==> src/rtl/button_ctrl.sv <==
// button_ctrl: multi-channel push-button front end.
//
// Each channel synchronises its raw button input, optionally debounces it, reports the
// debounced level, pulses on every accepted press and steps a small wrap-around state
// counter on each press (N_STATES = 2 gives a toggle).
//
// Build option:
//   BUTTON_CTRL_DEBOUNCE_EN defined   - per-channel debounce counters; a level change is
//                                       accepted after DEBOUNCE_CYCLES stable samples.
//   BUTTON_CTRL_DEBOUNCE_EN undefined - no counters; o_level is the synchroniser output.
//
// Ports:
//   i_clock  - system clock, rising edge
//   i_reset  - asynchronous active-low reset
//   i_signal - raw button inputs, bit i = channel i
//   i_clear  - synchronous per-channel state clear
//   o_level  - debounced button level
//   o_press  - one-cycle pulse per accepted rising edge
//   o_state  - channel i state in bits [i*STATE_W +: STATE_W]

module button_ctrl #(
  parameter int unsigned N_BUTTON        = 4,
  parameter int unsigned DEBOUNCE_CYCLES = 1000,
  parameter int unsigned N_STATES        = 2,
  parameter int unsigned STATE_W         = 1
) (
  input  logic                        i_clock,
  input  logic                        i_reset,
  input  logic [N_BUTTON-1:0]         i_signal,
  input  logic [N_BUTTON-1:0]         i_clear,
  output logic [N_BUTTON-1:0]         o_level,
  output logic [N_BUTTON-1:0]         o_press,
  output logic [N_BUTTON*STATE_W-1:0] o_state
);

  localparam logic [STATE_W-1:0] STATE_LAST = STATE_W'(N_STATES - 1);
  localparam logic [STATE_W-1:0] STATE_ONE  = STATE_W'(1);

  // Two-flop synchroniser
  logic [N_BUTTON-1:0] sync_meta_q;
  logic [N_BUTTON-1:0] sync_q;

  always_ff @(posedge i_clock or negedge i_reset) begin
    if (!i_reset) begin
      sync_meta_q <= '0;
      sync_q      <= '0;
    end else begin
      sync_meta_q <= i_signal;
      sync_q      <= sync_meta_q;
    end
  end

  // level_cur is what o_level shows now; level_nxt is what it shows after the next edge.
  logic [N_BUTTON-1:0] level_cur;
  logic [N_BUTTON-1:0] level_nxt;

`ifdef BUTTON_CTRL_DEBOUNCE_EN
  localparam int unsigned      CNT_W    = $clog2(DEBOUNCE_CYCLES + 1);
  localparam logic [CNT_W-1:0] CNT_LAST = CNT_W'(DEBOUNCE_CYCLES - 1);
  localparam logic [CNT_W-1:0] CNT_ONE  = CNT_W'(1);

  logic [N_BUTTON-1:0] level_q;
  logic [CNT_W-1:0]    cnt_q [N_BUTTON];
  logic [CNT_W-1:0]    cnt_d [N_BUTTON];

  // The counter only ever reaches DEBOUNCE_CYCLES-1: the next differing sample is the
  // accepting one, which updates the level and clears the count, so it cannot wrap.
  always_comb begin
    level_nxt = level_q;
    for (int i = 0; i < N_BUTTON; i++) begin
      cnt_d[i] = cnt_q[i];
      if (sync_q[i] == level_q[i]) begin
        cnt_d[i] = '0;
      end else if (cnt_q[i] == CNT_LAST) begin
        cnt_d[i]     = '0;
        level_nxt[i] = sync_q[i];
      end else begin
        cnt_d[i] = cnt_q[i] + CNT_ONE;
      end
    end
  end

  always_ff @(posedge i_clock or negedge i_reset) begin
    if (!i_reset) begin
      level_q <= '0;
      for (int i = 0; i < N_BUTTON; i++) begin
        cnt_q[i] <= '0;
      end
    end else begin
      level_q <= level_nxt;
      for (int i = 0; i < N_BUTTON; i++) begin
        cnt_q[i] <= cnt_d[i];
      end
    end
  end

  assign level_cur = level_q;
`else
  assign level_cur = sync_q;
  assign level_nxt = sync_meta_q;
`endif

  assign o_level = level_cur;

  // Accepted rising edge: level is 0 now and becomes 1 on this edge
  logic [N_BUTTON-1:0] rise;
  assign rise = level_nxt & ~level_cur;

  logic [N_BUTTON-1:0] press_q;
  logic [STATE_W-1:0]  state_q [N_BUTTON];
  logic [STATE_W-1:0]  state_d [N_BUTTON];

  // Clear wins over a simultaneous advance; the press pulse is unaffected by clear.
  always_comb begin
    for (int i = 0; i < N_BUTTON; i++) begin
      state_d[i] = state_q[i];
      if (i_clear[i]) begin
        state_d[i] = '0;
      end else if (rise[i]) begin
        state_d[i] = (state_q[i] == STATE_LAST) ? '0 : state_q[i] + STATE_ONE;
      end
    end
  end

  always_ff @(posedge i_clock or negedge i_reset) begin
    if (!i_reset) begin
      press_q <= '0;
      for (int i = 0; i < N_BUTTON; i++) begin
        state_q[i] <= '0;
      end
    end else begin
      press_q <= rise;
      for (int i = 0; i < N_BUTTON; i++) begin
        state_q[i] <= state_d[i];
      end
    end
  end

  assign o_press = press_q;

  always_comb begin
    o_state = '0;
    for (int i = 0; i < N_BUTTON; i++) begin
      o_state[i*STATE_W +: STATE_W] = state_q[i];
    end
  end

endmodule

==> config.mk <==
export PLATFORM = sky130hd
export DESIGN_NAME = button_ctrl
export DESIGN_NICKNAME = d
export VERILOG_FILES = /design/src/rtl/button_ctrl.sv
export SDC_FILE = /design/constraint.sdc
export NUM_CORES = 1
export LEC_CHECK = 0
export CAP_MARGIN = 20
export CELL_PAD_IN_SITES_DETAIL_PLACEMENT = 1
export CELL_PAD_IN_SITES_GLOBAL_PLACEMENT = 2
export CORE_MARGIN = 8
export CORE_UTILIZATION = 29
export CTS_BUF_LIST = sky130_fd_sc_hd__clkbuf_2 sky130_fd_sc_hd__clkbuf_4 sky130_fd_sc_hd__clkbuf_8
export CTS_CLUSTER_SIZE = 40
export DETAILED_ROUTE_END_ITERATION = 10
export GPL_ROUTABILITY_DRIVEN = 1
export PLACE_DENSITY_LB_ADDON = 0.1
export SETUP_SLACK_MARGIN = 0.5
export SYNTH_ARGS = -nofsm -noshare
export SYNTH_HDL_FRONTEND = slang
export SYNTH_SLANG_ARGS = --single-unit
==> constraint.sdc <==
create_clock -name i_clock -period 1.4 [get_ports i_clock]
set_clock_uncertainty 0.2 [all_clocks]
set_input_delay 0.28 -clock i_clock [delete_from_list [all_inputs] [get_ports i_clock]]
set_output_delay 0.28 -clock i_clock [all_outputs]
set_load 0.01 [all_outputs]
==> impl_metrics.json <==
{
  "status": "finished clean",
  "cp_num_buf_inv": 1,
  "power.internal_w": 0.0007419,
  "synth_top_area_cell": "dfrtp_1",
  "synth_top_cell_area_share_pct": 72.07,
  "p_clk_share_pct": 30.9,
  "portBuffers": 21,
  "drt_iter0_drc": 1,
  "clock_latency_ps": 280,
  "netlist_area_um2": 555.5,
  "hpwlAfterDp_um": 969.2,
  "initial_core_util_pct": 29.52,
  "leakagePower_nw": 0.4537,
  "crit_path_end_kind": "output pin",
  "die_x_um": 59.77,
  "fillCellCount": 218,
  "syn_nets": 42,
  "final_nets": 81,
  "dr_total_vias": 392,
  "gp_congestion": 0.6747,
  "dieArea_um2": 3572,
  "grt_max_degree": 17,
  "cts_tree": "built",
  "cts.sinks": 16,
  "path_clk_slew_ps": 90,
  "arrival_ps": 820,
  "ys_warn_count": 0,
  "cts_buffer_depth": 2,
  "cp.depth": 1,
  "h-tree-depth": 1,
  "instances_no_fill": 97,
  "fin_hold_ws_ps": 115.3,
  "clockRootBuffer": "clkbuf_4",
  "criticalPathCategory": "reg2out",
  "synth_area_per_cell_um2": 17.36,
  "synthCells": 32,
  "wl_um": 1381,
  "antenna_found_initial": 0,
  "setup_violations": 0,
  "power.switching_w": 0.0002059,
  "fin_util_pct": 47.47,
  "drcViolationCount": 0,
  "slew_headroom_pct": 86.38,
  "multi_input_area_um2": 155.1,
  "worstMarginPinSlew_ps": 204.3,
  "rows": 16,
  "register_area_um2": 400.4,
  "ir_drop_mv": 0.4955,
  "hold_path_class": "in2async",
  "power_density_nw_per_um2": 1061,
  "die_y_um": 59.77,
  "p_seq_share_pct": 53.0,
  "yosys.cell_types.count": 5,
  "crit_fanout": 2,
  "fp.coreArea_um2": 1882,
  "drt_pass1_iterations": 2,
  "drive_gt1_share_pct": 52.86,
  "viasPerCell": 4.041,
  "min_period_ps": 1295,
  "cp_top_family": "flip-flops",
  "switching_share_pct": 21.73,
  "slew_viol_final": 0,
  "areaGrowthSynthToFinish_pct": 60.81,
  "grt_use_total_pct": 8.717,
  "grt_overflow": 0,
  "combPwrFrac_pct": 16.1,
  "dp.cells": 84,
  "period_share_pct": 92.50,
  "rsz0062_at_grt": "true",
  "routedWlPerCell_um": 14.24,
  "postRouteAntennaNets": 0,
  "yosys_register_bits": 16,
  "ys_top_cells_by_area": "dfrtp_1 72%, mux2_4 11%, nor2b_4 9.9%",
  "numCtsBuffers": 3,
  "drv_cap": 0,
  "reg2reg_depth": 3,
  "timing_hold_violations_final": 0,
  "path_cells": "buf_6",
  "crit_required_ps": 920,
  "slowest_stage": "dfrtp_1",
  "start_kind": "register",
  "num_antenna_cells": 0,
  "grt_pass1_wl_um": 2263,
  "grt_pass1_vias": 475,
  "cp_slowest_stage_delay_ps": 410,
  "fmax_ghz": 0.7722,
  "yosysSeqAreaShare_pct": 72.07,
  "ctsHoldBuffers": 0,
  "pin_count": 22
}
-- synthesized netlist by cell type (all sizes together) --
cell type,instances
mux2,4
nor2,4
nor2b,8
dfrtp,16
-- power groups by stage --
stage	registers [W]	logic (W)	clock network [W]
floorplan	0.000523	0.0000356	0
global placement	0.000510	0.000136	0
detailed placement	0.000514	0.000141	0
CTS	0.000501	0.000142	0.000311
global route	0.000506	0.000165	0.000335
finish	0.000502	0.000153	0.000293
-- area by class of cell --
| cell class | instances | share of cell area (%) |
|---|---|---|
| repair buffers | 34 | 29.97 |
| clock buffers | 4 | 4.062 |
| flip-flops and latches | 16 | 44.82 |
| multi-input cells | 16 | 17.37 |
| well taps | 27 | 3.782 |
-- routing by layer --
layer  share of wire [%]  vias to the layer above  track usage (%)  routed length [um]
met3                 9.3                        2            3.441                 129
met5                   0                        -                0                   0
met1                  31                      200            7.305                 424
met4                0.43                        0            5.102                   6
li1                    -                      177                -                   -
met2                  59                       13            16.62                 820
-- placed cells by master, fill, tap and decap left out --
master | synthesis | layout
nor2b_4 | 4 | 4
nor2b_1 | 4 | 4
dfrtp_1 | 16 | 16
buf_4 | 0 | 11
mux2_4 | 4 | 4
clkdlybuf4s50_1 | 0 | 9
clkbuf_8 | 0 | 1
clkbuf_4 | 0 | 3
buf_2 | 0 | 10
nor2_1 | 4 | 4
buf_6 | 0 | 4
-- sequential cells by signal, indices dropped and copies added, names as in the netlist --
signal and flops:
o_level 4, o_state 4, o_press 4, level_nxt 4
-- worst reg2reg max path: cells and delay by family, from the launching register on --
kind | cells | cell delay, ps
DFF | 1 | 410
muxes | 1 | 300
buffers and inverters | 1 | 150
and+or+nand+nor | 1 | 120
-- through the flow --
stage               total power (W)  cell area, um^2  TNS [ps]  setup WS, ps
detailed placement        0.0006543            829.5    -32.85        -16.47
global placement          0.0006466            829.5    -13.97        -13.97
global route               0.001006            893.4         0         55.29
CTS                       0.0009543            854.6         0         80.79
floorplan                 0.0005587            555.5         0         239.8
finish                    0.0009478            893.4         0         105.0
-- path summary, 6_finish.rpt --
path	to	from	slack (ps)
max	o_level[1]	o_level[1]	100
min	o_state[1]	i_reset	120
max reg2reg	o_state[1]	o_level[1]	100
min reg2reg	o_level[0]	level_nxt[0]	190
max in group asynchronous	o_press[3]	i_reset	710
min in group i_clock	o_level[0]	level_nxt[0]	190
-- logic make-up after synthesis --
family           count (synthesis)  synth area share (%)
DFF                             16                 72.07
muxes                            4                 10.81
and+or+nand+nor                 12                 17.12
-- repair_timing --
item,4_1_cts,5_1_grt
gates resized for setup,49,3
buffers inserted,6,3
setup endpoints to repair,19,20
(Power assumes the default switching activity.)
